**config.mk**
```make
export PLATFORM = sky130hd
export DESIGN_NAME = axil_rd_arbiter_flat
export DESIGN_NICKNAME = d
export VERILOG_FILES = /design/src/rtl/axil_rd_arbiter_if.sv /design/src/rtl/axil_rd_arbiter.sv /design/src/flat_wrapper.sv
export SDC_FILE = /design/constraint.sdc
export NUM_CORES = 1
export LEC_CHECK = 0
export ABC_AREA = 1
export CORE_AREA = 2 2 85 87
export CTS_CLUSTER_SIZE = 20
export DETAILED_ROUTE_END_ITERATION = 16
export DIE_AREA = 0 0 87 89
export DONT_BUFFER_PORTS = 1
export PLACE_DENSITY_LB_ADDON = 0.15
export SLEW_MARGIN = 20
export SYNTH_ARGS = -nofsm -noshare
export SYNTH_HDL_FRONTEND = slang
export SYNTH_SLANG_ARGS = --single-unit
```
**constraint.sdc**
```tcl
create_clock -name clk -period 2.85 [get_ports clk]
set_clock_uncertainty 0.1 [all_clocks]
set_input_delay 0.1425 -clock clk [delete_from_list [all_inputs] [get_ports clk]]
set_output_delay 0.1425 -clock clk [all_outputs]
set_load 0.02 [all_outputs]
```
**src/rtl/axil_rd_arbiter_if.sv**
```systemverilog
// axil_rd_arbiter_if: bundle of NUM parallel AXI-Lite read channels (AR + R)
interface axil_rd_arbiter_if #(
  parameter int NUM = 1,
  parameter int ADDR_WIDTH = 32,
  parameter int DATA_WIDTH = 32
);
  logic [NUM-1:0][ADDR_WIDTH-1:0] araddr;
  logic [NUM-1:0]                 arvalid;
  logic [NUM-1:0]                 arready;
  logic [NUM-1:0][DATA_WIDTH-1:0] rdata;
  logic [NUM-1:0][1:0]            rresp;
  logic [NUM-1:0]                 rvalid;
  logic [NUM-1:0]                 rready;
  modport master(output araddr, arvalid, rready, input arready, rdata, rresp, rvalid);
  modport slave(input araddr, arvalid, rready, output arready, rdata, rresp, rvalid);
endinterface

```
**src/rtl/axil_rd_arbiter.sv**
```systemverilog
// axil_rd_arbiter: round-robin AXI-Lite read arbiter with in-order response routing
module axil_rd_arbiter #(
  parameter int NUM_SRCS = 2,
  parameter int ADDR_WIDTH = 32,
  parameter int DATA_WIDTH = 32,
  parameter int MAX_OUTST = 4
) (
  input  logic                           clk,
  input  logic                           rst_n,
  axil_rd_arbiter_if.slave               src_axi,
  axil_rd_arbiter_if.master              dst_axi,
  output logic [$clog2(MAX_OUTST+1)-1:0] outst_cnt,
  output logic                           err_unexp_r
);
  localparam int IW = $clog2(NUM_SRCS);
  localparam int PW = MAX_OUTST > 1 ? $clog2(MAX_OUTST) : 1;
  localparam int CW = $clog2(MAX_OUTST + 1);
  logic [IW-1:0] rr_ptr, lock_idx, rr_sel, idx, sel, head;
  logic          lock_vld, full, empty, push, pop;
  logic [PW-1:0] wr_ptr, rd_ptr;
  logic [IW-1:0] order_q [MAX_OUTST];
  always_comb begin
    rr_sel = rr_ptr;
    idx = '0;
    for (int k = NUM_SRCS - 1; k >= 0; k--) begin
      idx = IW'((int'(rr_ptr) + k) % NUM_SRCS);
      rr_sel = src_axi.arvalid[idx] ? idx : rr_sel;
    end
  end
  assign sel   = lock_vld ? lock_idx : rr_sel;
  assign full  = outst_cnt == CW'(MAX_OUTST);
  assign empty = outst_cnt == '0;
  assign head  = order_q[rd_ptr];
  assign dst_axi.arvalid[0] = src_axi.arvalid[sel] & ~full;
  assign dst_axi.araddr[0]  = src_axi.araddr[sel];
  assign src_axi.arready    = (dst_axi.arready[0] & ~full) ? NUM_SRCS'(1) << sel : '0;
  assign src_axi.rvalid     = (~empty & dst_axi.rvalid[0]) ? NUM_SRCS'(1) << head : '0;
  assign dst_axi.rready[0]  = ~empty & src_axi.rready[head];
  for (genvar i = 0; i < NUM_SRCS; i++) begin : g_r
    assign src_axi.rdata[i] = dst_axi.rdata[0];
    assign src_axi.rresp[i] = (~empty && head == IW'(i)) ? dst_axi.rresp[0] : 2'b00;
  end
  assign push = dst_axi.arvalid[0] & dst_axi.arready[0];
  assign pop  = dst_axi.rvalid[0] & dst_axi.rready[0];
  always_ff @(posedge clk) begin
    if (!rst_n) begin
      rr_ptr      <= '0;
      lock_vld    <= 1'b0;
      lock_idx    <= '0;
      wr_ptr      <= '0;
      rd_ptr      <= '0;
      outst_cnt   <= '0;
      err_unexp_r <= 1'b0;
    end else begin
      if (push) begin
        rr_ptr   <= IW'((int'(sel) + 1) % NUM_SRCS);
        lock_vld <= 1'b0;
        wr_ptr   <= PW'((int'(wr_ptr) + 1) % MAX_OUTST);
      end else if (dst_axi.arvalid[0]) begin
        lock_vld <= 1'b1;
        lock_idx <= sel;
      end
      if (pop) rd_ptr <= PW'((int'(rd_ptr) + 1) % MAX_OUTST);
      outst_cnt <= outst_cnt + CW'(push) - CW'(pop);
      if (dst_axi.rvalid[0] & empty) err_unexp_r <= 1'b1;
    end
  end
  always_ff @(posedge clk)
    if (push) order_q[wr_ptr] <= sel;
endmodule

```
**src/flat_wrapper.sv**
```systemverilog
// flat-port wrapper written by rule: the top's interface ports become plain ports
module axil_rd_arbiter_flat 
#(
  parameter int NUM_SRCS = 2,
  parameter int ADDR_WIDTH = 32,
  parameter int DATA_WIDTH = 32,
  parameter int MAX_OUTST = 4
)
  (clk, rst_n, outst_cnt, err_unexp_r, src_axi_araddr, src_axi_arvalid, src_axi_rready, src_axi_arready, src_axi_rdata, src_axi_rresp, src_axi_rvalid, dst_axi_araddr, dst_axi_arvalid, dst_axi_rready, dst_axi_arready, dst_axi_rdata, dst_axi_rresp, dst_axi_rvalid);
  axil_rd_arbiter_if #(.NUM((2)), .ADDR_WIDTH(ADDR_WIDTH), .DATA_WIDTH(DATA_WIDTH)) src_axi_i ();
  axil_rd_arbiter_if #(.NUM(1), .ADDR_WIDTH(ADDR_WIDTH), .DATA_WIDTH(DATA_WIDTH)) dst_axi_i ();
  input  logic clk;
  input  logic rst_n;
  output logic [$clog2(MAX_OUTST+1)-1:0] outst_cnt;
  output logic err_unexp_r;
  input wire logic [$bits(src_axi_i.araddr)-1:0] src_axi_araddr;
  input wire logic [$bits(src_axi_i.arvalid)-1:0] src_axi_arvalid;
  input wire logic [$bits(src_axi_i.rready)-1:0] src_axi_rready;
  output wire logic [$bits(src_axi_i.arready)-1:0] src_axi_arready;
  output wire logic [$bits(src_axi_i.rdata)-1:0] src_axi_rdata;
  output wire logic [$bits(src_axi_i.rresp)-1:0] src_axi_rresp;
  output wire logic [$bits(src_axi_i.rvalid)-1:0] src_axi_rvalid;
  output wire logic [$bits(dst_axi_i.araddr)-1:0] dst_axi_araddr;
  output wire logic [$bits(dst_axi_i.arvalid)-1:0] dst_axi_arvalid;
  output wire logic [$bits(dst_axi_i.rready)-1:0] dst_axi_rready;
  input wire logic [$bits(dst_axi_i.arready)-1:0] dst_axi_arready;
  input wire logic [$bits(dst_axi_i.rdata)-1:0] dst_axi_rdata;
  input wire logic [$bits(dst_axi_i.rresp)-1:0] dst_axi_rresp;
  input wire logic [$bits(dst_axi_i.rvalid)-1:0] dst_axi_rvalid;
  assign src_axi_i.araddr = src_axi_araddr;
  assign src_axi_i.arvalid = src_axi_arvalid;
  assign src_axi_i.rready = src_axi_rready;
  assign src_axi_arready = src_axi_i.arready;
  assign src_axi_rdata = src_axi_i.rdata;
  assign src_axi_rresp = src_axi_i.rresp;
  assign src_axi_rvalid = src_axi_i.rvalid;
  assign dst_axi_araddr = dst_axi_i.araddr;
  assign dst_axi_arvalid = dst_axi_i.arvalid;
  assign dst_axi_rready = dst_axi_i.rready;
  assign dst_axi_i.arready = dst_axi_arready;
  assign dst_axi_i.rdata = dst_axi_rdata;
  assign dst_axi_i.rresp = dst_axi_rresp;
  assign dst_axi_i.rvalid = dst_axi_rvalid;
  axil_rd_arbiter #(.NUM_SRCS(NUM_SRCS), .ADDR_WIDTH(ADDR_WIDTH), .DATA_WIDTH(DATA_WIDTH), .MAX_OUTST(MAX_OUTST)) u_core (.clk(clk), .rst_n(rst_n), .src_axi(src_axi_i), .dst_axi(dst_axi_i), .outst_cnt(outst_cnt), .err_unexp_r(err_unexp_r));
endmodule
```
==> results of run 1 <==
==> critical path, stage by stage, from the launching register on <==
cell,delay (ps)
dfxtp_1,410
inv_1,150
nand3_1,170
nand3_1,150
nand2_2,130
nand2_1,130
inv_1,70
ha_1,270
inv_1,40
ha_1,190
fa_1,380
xor2_1,160
nor2_1,50
==> cell families after synthesis <==
group           count (synthesis)
fa+ha+maj                       7
simple gates                  156
xor+xnor                        3
buf+inv                       103
compound gates                  8
flops                          17
==> cell usage in the layout, fill, tap and decap left out <==
cell type      instances
nand3_2                1
xor2_1                 3
nor2_1                24
edfxtp_1               4
buf_4                  1
clkbuf_8               3
nand2_2                2
dfxtp_1               13
a21oi_1                6
clkinvlp_4             1
o21ai_1                1
nand4_1                2
inv_1                 30
inv_2                  3
nand2_4                2
nand2_1              118
fa_1                   1
nand3_1                5
o21a_1                 1
ha_1                   6
nand3_4                1
nor3_1                 1
dlygate4sd3_1          3
==> cell type report <==
type | count | area (µm²) | area share
Multi-Input combinational cell | 174 | 802.0 | 0.5373
Sequential cell | 17 | 380.4 | 0.2548
Inverter | 33 | 123.9 | 0.08298
Tap cell | 80 | 100.1 | 0.06706
Clock buffer | 3 | 41.29 | 0.02766
Timing Repair Buffer | 4 | 37.54 | 0.02515
Clock inverter | 1 | 7.507 | 0.005029
==> path summary, 6_finish.rpt <==
path	from	to	depth (start not counted)
worst min register to register	u_core.rr_ptr	u_core.rr_ptr	2
worst max register to register	u_core.outst_cnt[1]	u_core.outst_cnt[2]	12
worst max-delay path	u_core.outst_cnt[1]	u_core.outst_cnt[2]	12
worst min-delay path	rst_n	u_core.outst_cnt[2]	2
==> routing by layer <==
metal  wire length (µm)  vias up
li1                   -      686
met1               1701      593
met2               2097       65
met3                886       33
met4                308        0
met5                  0        -
==> stage by stage <==
stage	std cells	total power (µW)	hold slack [ps]
3_3_place_gp	305	1022	147.6
4_1_cts	312	1214	34.03
2_1_floorplan	294	1048	136.0
6_report	312	1197	26.15
5_1_grt	312	1308	33.50
3_5_place_dp	305	1018	147.1
==> what timing repair did <==
item	4_1_cts	5_1_grt
hold buffers	3	0
buffers inserted	0	0
endpoints found under the hold margin	10	0
==> power by group through the flow <==
stage               logic, µW  registers, µW  clock network (µW)
floorplan                 692            356                   0
global placement          656            366                   0
detailed placement        655            363                   0
CTS                       662            358                 194
global route              732            364                 211
finish                    651            357                 189
==> flow_summary.rst, run 1 <==
.. list-table::
   :header-rows: 1

   * - Metric
     - Value
   * - Run status
     - completed
   * - Count of buffers inserted at the top-level ports
     - 0
   * - Arithmetic-cell share of the synthesized area counting full adders, half adders and majority gates
     - 0.05234
   * - Static Leak
     - 0.0008065 µW
   * - Routed len/inst
     - 16.00 µm
   * - Routability-driven placement congestion ratio
     - 0.7067
   * - Yosys warning total
     - 0
   * - Psw
     - 649.5 µW
   * - Actual slew at the worst max-slew pin
     - 524.9 ps
   * - Worst setup slack after placement
     - 353.5 ps
   * - Antenna violations before repair
     - 0
   * - Utilization after layout
     - 0.2222
   * - Clock power frac
     - 0.158
   * - Biggest area consumer among synthesized cells
     - buf_4
   * - Std cell rows
     - 30
   * - Slew Limit Fails
     - 0
   * - Hold WC Path Type
     - primary input to register
   * - Die width
     - 87 µm
   * - Layout overhead on the synthesized area
     - -17.84%
   * - Relative max-transition margin
     - 0.6496
   * - Total half-perimeter wirelength after legalization and detailed placement
     - 4126 µm
   * - Overall via count from detail_route
     - 1377
   * - Syn avg cell area
     - 6.179 µm²
   * - Net switching share of the total power
     - 0.5427
   * - Highest ir drop seen on vdd
     - 392.5 µV
   * - Syn Std Cell Area
     - 0.001817 mm²
   * - CP endpoint kind
     - register
   * - Syn nets
     - 407
   * - Internal power
     - 547.3 µW
   * - Proportion of layout cells with a drive suffix above 1
     - 0.06034
   * - Fraction of met2 tracks used by global routing
     - 0.1457
   * - Height of the die
     - 89 µm
   * - Most frequent cell after synthesis
     - nand2_1
   * - Number of distinct library cells after synthesis
     - 21
   * - Area of the placeable core
     - 0.006719 mm²
   * - Clock sinks
     - 17
   * - Clock transition at the register clock pins on the worst setup and hold paths after CTS
     - 70 ps
   * - CP Data Required Time
     - 2900 ps
   * - Number of failing setup endpoints in the final timing report
     - 0
   * - Most crowded layer after global routing
     - met2
   * - Avg Vias per Cell
     - 4.413
   * - Total of flip-flops plus latches after synthesis
     - 17
   * - Post-layout min period
     - 2479 ps
   * - Number of search-and-repair iterations in the first detailed-routing pass
     - 4
   * - Share of flip-flops with an asynchronous set or reset after synthesis
     - 0
   * - DRC viols
     - 0
   * - Portion of netlist area occupied by mux cells
     - 0
   * - Htree depth
     - 1
   * - Post-Place Cell Area
     - 0.001414 mm²
   * - Comb power frac
     - 0.544
   * - Combined global-route utilization of all metal layers
     - 0.1134
   * - Largest family of logic cells by synthesized area
     - simple AND/OR/NAND/NOR gates
   * - Critical path type
     - register to register
   * - Cell count after synthesis
     - 294
   * - GRT overflow
     - 0
   * - Number of placed I/O pins
     - 216
   * - Post-CTS Resized
     - 0
   * - Final nets
     - 346
   * - Startpoint type of the worst setup path
     - register
   * - TritonCTS clock tree
     - done
   * - Crit Path Max Fanout
     - 4
   * - Sequential element share of the synthesized area
     - 0.2094
   * - Pwr dens
     - 801.8 mW/mm²
   * - Die Area
     - 0.007743 mm²
   * - Sum Neg Setup Slack
     - 0 ps
   * - Final clock period utilization by the worst path
     - 0.8698
   * - Grt met3 use
     - 0.09141
   * - Final antenna-violating net count
     - 0
   * - Simple-Gate Fraction of Synth Area
     - 0.3512
   * - Synth Area in XOR/XNOR
     - 0.01446
   * - Detailed-route wire length
     - 4992 µm
   * - Post-route worst setup slack
     - 371.1 ps
   * - Proportion of netlist area held by the largest area contributor
     - 0.2645
   * - Fmax
     - 0.4034 GHz
   * - Worst path arrival time
     - 2530 ps
   * - Leading cell types by count after synthesis
     - nand2_1, buf_4, inv_1
   * - Global-route track usage on met1
     - 0.1230
   * - Max Buffers Root-to-Sink
     - 2
   * - Clock buffer count from CTS
     - 3
   * - Starting density of the core
     - 0.2704
   * - Largest cells by area after synthesis
     - buf_4, nand2_1, dfxtp_1
   * - Buffer cell driving the clock tree root
     - clkbuf_8
   * - Setup slack, reg-to-reg
     - 370 ps
   * - Number of max-cap violations
     - 0
   * - Unrepaired setup endpoints after global routing
     - no
   * - Number of diodes added for antenna fixing
     - 0
   * - Final-layout fill cell count
     - 740
   * - Maximum number of pins on one net before global-route repair
     - 34
   * - Vias in the first global route
     - 1159
   * - Compound-cell area share of the yosys netlist
     - 0.02342
   * - Proportion of power drawn by flip-flops and latches
     - 0.298
   * - Drt first-iter violations
     - 48
   * - Global-route wire length before repair
     - 6499 µm
   * - Final design area excluding fillers
     - 0.001493 mm²
   * - Clock latency reported for the late side of the worst-skew pair
     - 260 ps
   * - Count of endpoints failing hold in the final timing report
     - 0
   * - Number of synthesized flops with an enable pin
     - 4
   * - Synth Flop Type
     - dfxtp_1
No activity file was read; power rests on OpenSTA's default activity.
==> inputs of run 2 (changes only) <==
--- a/config.mk
+++ b/config.mk
@@ -5,13 +5,13 @@
 export SDC_FILE = /design/constraint.sdc
 export NUM_CORES = 1
 export LEC_CHECK = 0
-export ABC_AREA = 1
-export CORE_AREA = 2 2 85 87
+export CORE_AREA = 2 2 84 86
 export CTS_CLUSTER_SIZE = 20
 export DETAILED_ROUTE_END_ITERATION = 16
-export DIE_AREA = 0 0 87 89
+export DIE_AREA = 0 0 86 88
 export DONT_BUFFER_PORTS = 1
 export PLACE_DENSITY_LB_ADDON = 0.15
+export SETUP_SLACK_MARGIN = 0.3
 export SLEW_MARGIN = 20
 export SYNTH_ARGS = -nofsm -noshare
 export SYNTH_HDL_FRONTEND = slang
==> run 2 against run 1 <==
Sequential power grew 2%. Wire length decreased by 21%. Hold slack gained 26 ps. Global-route usage shrank 1.9 points. Sequential share of layout area fell by 1.1 points. Final cell count fell by 30%. Power is 11% higher. Critical endpoint unchanged. Largest power group unchanged.
==> flow_summary.rst, run 2 <==
.. list-table::
   :header-rows: 1

   * - Metric
     - Value
   * - Routed len/inst
     - 18.06 µm (+13%)
   * - Most common library cell in the layout ignoring fill and taps
     - mux2_2
   * - Psw
     - 612.2 µW (-5.7%)
   * - Unrepaired setup endpoints after global routing
     - yes
   * - Syn Std Cell Area
     - 0.001769 mm² (-2.6%)
   * - Combined global-route utilization of all metal layers
     - 0.09485 (-0.01851)
   * - Proportion of netlist area held by the largest area contributor
     - 0.2801 (+0.01559)
   * - Relative max-transition margin
     - 0.4603 (-0.1892)
   * - Slew Limit Fails
     - 0 (unchanged)
   * - Number of diodes added for antenna fixing
     - 0 (unchanged)
   * - Worst setup slack after placement
     - 74.47 ps (-279.1 ps)
   * - Number of buffer and inverter instances along the worst setup path
     - 1 (-2)
   * - Clock sinks
     - 17 (unchanged)
   * - Crit Path Max Fanout
     - 3 (-1)
   * - Net switching share of the total power
     - 0.4589 (-0.08377)
   * - Post-route insts no fill
     - 217 (-30%)
   * - Number of placed I/O pins
     - 216 (unchanged)
   * - GRT overflow
     - 0 (unchanged)
   * - Starting density of the core
     - 0.2663 (-0.004101)
   * - Drt first-iter violations
     - 20 (-58%)
   * - Proportion of power drawn by flip-flops and latches
     - 0.273 (-0.025)
   * - Utilization after layout
     - 0.2352 (+0.01306)
   * - Number of search-and-repair iterations in the first detailed-routing pass
     - 3 (-1)
   * - Static Leak
     - 0.0005904 µW (-27%)
   * - Post-layout min period
     - 2535 ps (+56.52 ps)
   * - Final-layout fill cell count
     - 715 (-3.4%)
   * - Number of synthesized flops with an enable pin
     - 4 (unchanged)
   * - Synth Flop Type
     - dfxtp_1
   * - Routability-driven placement congestion ratio
     - 0.7383 (+4.5%)
   * - Cell type of the slowest stage on the worst timing path
     - mux4_2
   * - Actual slew at the worst max-slew pin
     - 807.7 ps (+282.9 ps)
   * - Most frequent cell after synthesis
     - buf_4
   * - Critical path's most frequent cell
     - ha_4
   * - Area of combinational cells with multiple inputs
     - 900.9 µm² (+12%)
   * - Commonest non-fill, non-tap cells in the layout
     - mux2_2, nor2_1, dfxtp_1, inv_1, buf_4
   * - Layout overhead on the synthesized area
     - -11.67%
   * - Hold WC Path Type
     - primary input to register
   * - Total half-perimeter wirelength after legalization and detailed placement
     - 3190 µm (-23%)
   * - Critical path type
     - register to register
   * - Sequence of cells on the critical path
     - mux4_2 > mux2i_4 > nor2_4 > ha_4 > inv_2 > ha_4 > fa_2 > xnor2_2 > xnor2_1 > nor2_1
   * - Clock latency reported for the late side of the worst-skew pair
     - 250 ps (about the same)
   * - Leading cell types by count after synthesis
     - buf_4, mux2_2, dfxtp_1, nor2_1, inv_1
   * - Antenna violations before repair
     - 0 (unchanged)
   * - Yosys warning total
     - 0 (unchanged)
   * - Cell total after placement
     - 205 (-33%)
   * - Global-route wire length before repair
     - 5416 µm (-17%)
   * - Syn avg cell area
     - 9.361 µm² (+51%)
   * - Worst path arrival time
     - 2570 ps (+40 ps)
   * - Sum Neg Setup Slack
     - 0 ps (unchanged)
   * - Avg Vias per Cell
     - 4.705 (+6.6%)
   * - Maximum number of pins on one net before global-route repair
     - 35 (+2.9%)
   * - Highest ir drop seen on vdd
     - 196.5 µV (-50%)
   * - Buffer cell driving the clock tree root
     - clkbuf_8
   * - Storage cell area
     - 381.6 µm² (+0.33%)
   * - Vias in the first global route
     - 1061 (-8.5%)
   * - CP endpoint kind
     - register
   * - Number of max-cap violations
     - 0 (unchanged)
   * - Max Buffers Root-to-Sink
     - 2 (unchanged)
   * - Number of failing setup endpoints in the final timing report
     - 0 (unchanged)
   * - Worst hold slack across all endpoints
     - 51.76 ps (+25.61 ps)
   * - Count of buffers inserted at the top-level ports
     - 0 (unchanged)
   * - Syn nets
     - 302 (-26%)
   * - TritonCTS clock tree
     - done
   * - Largest cells by area after synthesis
     - buf_4, mux2_2, dfxtp_1
   * - Detailed-route wire length
     - 3920 µm (-21%)
   * - Clock power frac
     - 0.134 (-0.024)
   * - Comb power frac
     - 0.593 (+0.049)
   * - Height of the die
     - 88 µm (-1.1%)
   * - Htree depth
     - 1 (unchanged)
   * - Biggest area consumer among synthesized cells
     - buf_4
   * - Sequential element share of the synthesized area
     - 0.2150 (+0.005627)
   * - Share of flip-flops with an asynchronous set or reset after synthesis
     - 0 (unchanged)
   * - Post-route worst setup slack
     - 314.6 ps (-56.52 ps)
   * - Fmax
     - 0.3944 GHz (-2.2%)
   * - Final nets
     - 251 (-27%)
   * - Overall via count from detail_route
     - 1021 (-26%)
   * - Number of distinct library cells after synthesis
     - 30 (+43%)
   * - Count of endpoints failing hold in the final timing report
     - 0 (unchanged)
   * - Internal power
     - 721.8 µW (+32%)
   * - Proportion of layout cells with a drive suffix above 1
     - 0.4453 (+0.3849)
   * - Cell count after synthesis
     - 189 (-36%)
   * - DRC viols
     - 0 (unchanged)
   * - Slowest stage delay, CP
     - 540 ps (+130 ps)
   * - Die width
     - 86 µm (-1.1%)
   * - Startpoint type of the worst setup path
     - register
   * - Pwr dens
     - 853.6 mW/mm² (+6.5%)
   * - Final clock period utilization by the worst path
     - 0.8896 (+0.01983)
   * - Total of flip-flops plus latches after synthesis
     - 17 (unchanged)
   * - CP Data Required Time
     - 2890 ps (about the same)
   * - Kind of cell adding the most delay to the critical path
     - multiplexers
   * - Die Area
     - 0.007568 mm² (-2.3%)
   * - Clock buffer count from CTS
     - 3 (unchanged)
   * - Run status
     - completed
   * - Std cell rows
     - 30 (unchanged)
   * - Final antenna-violating net count
     - 0 (unchanged)
   * - Area of the placeable core
     - 0.006644 mm² (-1.1%)
   * - Clock transition at the register clock pins on the worst setup and hold paths after CTS
     - 60 ps (about the same)
-- run 2: cells by family (layout without fill, tap and decap cells) --
family                   count (synthesis)  in the layout  synth area share
adder cells (fa/ha/maj)                  8              8           0.06011
XOR/XNOR                                 3              3           0.01485
AND/OR/NAND/NOR                         36             36            0.1018
multiplexers                            39             39            0.2574
flip-flops                              17             17            0.2150
AO/OA/AOI/OAI                            8              8           0.04102
buffers and inverters                   78             26            0.3098
-- run 2: path summary, 6_finish.rpt --
| check | start | to | slack [ps] | cells after the start |
|---|---|---|---|---|
| hold reg to reg | u_core.rr_ptr | u_core.rr_ptr | 390 | 2 |
| setup / recovery | u_core.order_q[2] | u_core.outst_cnt[2] | 310 | 10 |
| hold / removal | dst_axi_arready | u_core.lock_idx | 50 | 2 |
| setup reg to reg | u_core.order_q[2] | u_core.outst_cnt[2] | 310 | 10 |
-- run 2: power groups by stage --
stage	clock network (µW)	registers [µW]	logic, µW
after floorplan	0	381	726
after global placement	0	367	703
after detailed placement	0	368	715
after CTS	189	363	777
after global routing	200	375	875
final	179	364	791
-- run 2: timing repair --
item	4_1_cts	5_1_grt
gates cloned	0	0
hold buffers	3	0
endpoints found under the hold margin	6	0
gates resized for setup	6	1
pin swaps	5	2
buffers inserted	3	2
endpoints found under the setup margin	2	2
-- run 2: final cells by class --
cell class / count / share of cell area
Multi-Input combinational cell: 94 / 0.5765
Sequential cell: 17 / 0.2442
Tap cell: 80 / 0.06405
Timing Repair Buffer: 12 / 0.06245
Clock buffer: 4 / 0.02882
Inverter: 10 / 0.02402
-- run 2: through the flow --
stage | total power, µW | cell area (µm²)
after floorplan | 1107 | 1785
after global placement | 1070 | 1405
after detailed placement | 1083 | 1405
after CTS | 1329 | 1541
after global routing | 1449 | 1563
final | 1334 | 1563
-- run 2: worst reg2reg max path, stage by stage (launching register included) --
cell and delay [ps]:
edfxtp_1 370, mux4_2 540, mux2i_4 230, nor2_4 60, ha_4 260, inv_2 40
ha_4 150, fa_2 350, xnor2_2 140, xnor2_1 140, nor2_1 50
-- run 2: metal layers --
metal / wire length (µm) / global-route usage
met5: 0 / 0
met4: 30 / 0.03319
met3: 586 / 0.05749
met2: 1897 / 0.1529
met1: 1405 / 0.1031
==> inputs of run 3 (changes only) <==
--- a/config.mk
+++ b/config.mk
@@ -11,7 +11,8 @@
 export DIE_AREA = 0 0 86 88
 export DONT_BUFFER_PORTS = 1
 export PLACE_DENSITY_LB_ADDON = 0.15
-export SETUP_SLACK_MARGIN = 0.3
+export REMOVE_ABC_BUFFERS = 1
+export SETUP_SLACK_MARGIN = 0.15
 export SLEW_MARGIN = 20
 export SYNTH_ARGS = -nofsm -noshare
 export SYNTH_HDL_FRONTEND = slang
==> run 3 against run 2 <==
Critical path type unchanged. Clock-buffer cell count decreased by 1. Sequential share of layout area increased by 0.87 points. Flip-flop and latch count unchanged. Core utilization decreased by 0.81 points. Worst setup slack got worse by 74 ps. Register-to-register slack got worse by 70 ps.
==> flow_summary.rst, run 3 (same netlist as run 2, synthesis figures left out) <==
.. list-table::
   :header-rows: 1

   * - Metric
     - Value
   * - Run status
     - completed
   * - Static Leak
     - 0.0005768 µW (-2.3%)
   * - Overall via count from detail_route
     - 1126 (+10%)
   * - Die Area
     - 0.007568 mm² (unchanged)
   * - Std cell rows
     - 30 (unchanged)
   * - Htree depth
     - 1 (unchanged)
   * - Number of failing setup endpoints in the final timing report
     - 0 (unchanged)
   * - Count of endpoints failing hold in the final timing report
     - 0 (unchanged)
   * - Max Buffers Root-to-Sink
     - 2 (unchanged)
   * - Highest layer used for signal routing
     - met4
   * - Relative max-transition margin
     - 0.3155 (-0.1449)
   * - Height of the die
     - 88 µm (unchanged)
   * - Area of the placeable core
     - 0.006644 mm² (unchanged)
   * - Pwr dens
     - 844.4 mW/mm² (-1.1%)
   * - Crit Path Max Fanout
     - 4 (+1)
   * - Avg Vias per Cell
     - 5.262 (+12%)
   * - Unrepaired setup endpoints after global routing
     - yes
   * - DRC viols
     - 0 (unchanged)
   * - Die width
     - 86 µm (unchanged)
   * - Post-Place Cell Area
     - 0.001389 mm² (-1.2%)
   * - Buffer cell driving the clock tree root
     - clkbuf_8
   * - Clock sinks
     - 17 (unchanged)
   * - CP Data Required Time
     - 2900 ps (about the same)
   * - Clock buffer count from CTS
     - 3 (unchanged)
   * - Global-route wire length before repair
     - 8224 µm (+52%)
   * - GRT overflow
     - 0 (unchanged)
   * - DR WL met2
     - 3208 µm (+69%)
   * - TritonCTS clock tree
     - done
   * - Commonest non-fill, non-tap cells in the layout
     - mux2_2, nor2_1, dfxtp_1, inv_1
   * - Sum Neg Setup Slack
     - 0 ps (unchanged)
   * - Final nets
     - 248 (-1.2%)
   * - Highest ir drop seen on vdd
     - 168.1 µV (-14%)
   * - Starting density of the core
     - 0.2663 (unchanged)
   * - Worst path arrival time
     - 2660 ps (+90 ps)
   * - Clock transition at the register clock pins on the worst setup and hold paths after CTS
     - 80 ps (+20 ps)
   * - Post-layout min period
     - 2610 ps (+74.10 ps)
   * - Proportion of layout cells with a drive suffix above 1
     - 0.4179 (-0.02735)
   * - Actual slew at the worst max-slew pin
     - 1021 ps (+212.9 ps)
   * - Combined global-route utilization of all metal layers
     - 0.1590 (+0.06412)
   * - Vias in the first global route
     - 1077 (+1.5%)
   * - Routability-driven placement congestion ratio
     - 0.8710 (+18%)
   * - Final design area excluding fillers
     - 0.001509 mm² (-3.4%)
   * - Drt first-iter violations
     - 43 (+110%)
   * - Final clock period utilization by the worst path
     - 0.9156 (+0.02600)
   * - Detailed-route wire length on metal 1
     - 1810 µm (+29%)
   * - Clock latency reported for the late side of the worst-skew pair
     - 260 ps (about the same)
   * - Final-layout fill cell count
     - 729 (+2.0%)
   * - Met3 WL post-DR
     - 1431 µm (+140%)
   * - Layout overhead on the synthesized area
     - -14.71%
   * - Setup slack, reg-to-reg
     - 240 ps (-70 ps)
   * - Final antenna-violating net count
     - 0 (unchanged)
   * - Detailed-route wire length
     - 6545 µm (+67%)
   * - Total half-perimeter wirelength after legalization and detailed placement
     - 5876 µm (+84%)
   * - Antenna violations before repair
     - 0 (unchanged)
   * - Routed len/inst
     - 30.58 µm (+69%)
   * - Count of buffers inserted at the top-level ports
     - 0 (unchanged)
   * - CP endpoint kind
     - register
   * - Startpoint type of the worst setup path
     - register
   * - Maximum number of pins on one net before global-route repair
     - 34 (-2.9%)
   * - Number of max-cap violations
     - 0 (unchanged)
   * - Number of diodes added for antenna fixing
     - 0 (unchanged)
   * - Number of search-and-repair iterations in the first detailed-routing pass
     - 4 (+1)
   * - Most common library cell in the layout ignoring fill and taps
     - mux2_2
   * - Hold WC Path Type
     - primary input to register
   * - Slew Limit Fails
     - 0 (unchanged)
   * - Number of placed I/O pins
     - 216 (unchanged)
   * - Fmax
     - 0.3832 GHz (-2.8%)
   * - Critical path type
     - register to register
## run 3: through the flow
| step | hold slack (ps) | utilization | worst slack (ps) | instances | total power [µW] |
|---|---|---|---|---|---|
| floorplan | 164.2 | - | 185.5 | 121 | 932.4 |
| global placement | 167.2 | 0.2090 | 115.4 | 205 | 1038 |
| detailed placement | 170.3 | 0.2090 | 17.12 | 205 | 1048 |
| CTS | 40.39 | 0.2235 | 161.2 | 213 | 1261 |
| global route | 48.80 | 0.2271 | 125.2 | 214 | 1359 |
| finish | 45.56 | 0.2271 | 240.5 | 214 | 1274 |
## run 3: final cells by class
| class | count | area (µm²) | share of cell area |
|---|---|---|---|
| Tap cell | 80 | 100.1 | 0.06633 |
| Multi-Input combinational cell | 94 | 868.3 | 0.5755 |
| Timing Repair Buffer | 9 | 75.07 | 0.04975 |
| Clock buffer | 3 | 41.29 | 0.02736 |
| Inverter | 10 | 37.54 | 0.02488 |
| Sequential cell | 17 | 381.6 | 0.2529 |
| Clock inverter | 1 | 5.005 | 0.003317 |
## run 3: timing repair
| action | CTS | global route |
|---|---|---|
| pin swaps | 0 | 2 |
| setup endpoints to repair | 1 | 1 |
| gates resized for setup | 2 | 5 |
| endpoints found under the hold margin | 6 | 0 |
| setup buffers | 1 | 1 |
| hold buffers | 3 | 0 |
## run 3: power by group
group / internal [µW] / switching [µW] / leakage, µW
registers: 303 / 75.8 / 0.000144
logic: 282 / 425 / 0.000407
clock network: 97.2 / 91.6 / 0.0000255
total: 682 / 592 / 0.000577
## run 3: worst max-delay path: stages, from the launching register on
cell and delay, ps:
edfxtp_1 360, mux4_2 540, mux2i_4 220, nor2_2 60, ha_1 270, inv_1 40, ha_2 180, fa_2 370
xnor2_2 140, xnor2_1 170, nor2_1 50
## run 3: path summary, 6_finish.rpt
kind	start	endpoint	cells past startpoint
worst min register to register	u_core.rd_ptr[1]	u_core.rd_ptr[1]	2
worst max-delay path	u_core.order_q[3]	u_core.outst_cnt[2]	10
worst max register to register	u_core.order_q[3]	u_core.outst_cnt[2]	10
worst min-delay path	dst_axi_arready	u_core.rr_ptr	2
## run 3: per-layer routing
layer / up-vias / global-route usage
met4: 0 / 0.03319
met5: - / 0.03247
met2: 181 / 0.2812
met1: 479 / 0.1317
met3: 13 / 0.1414
li1: 453 / -
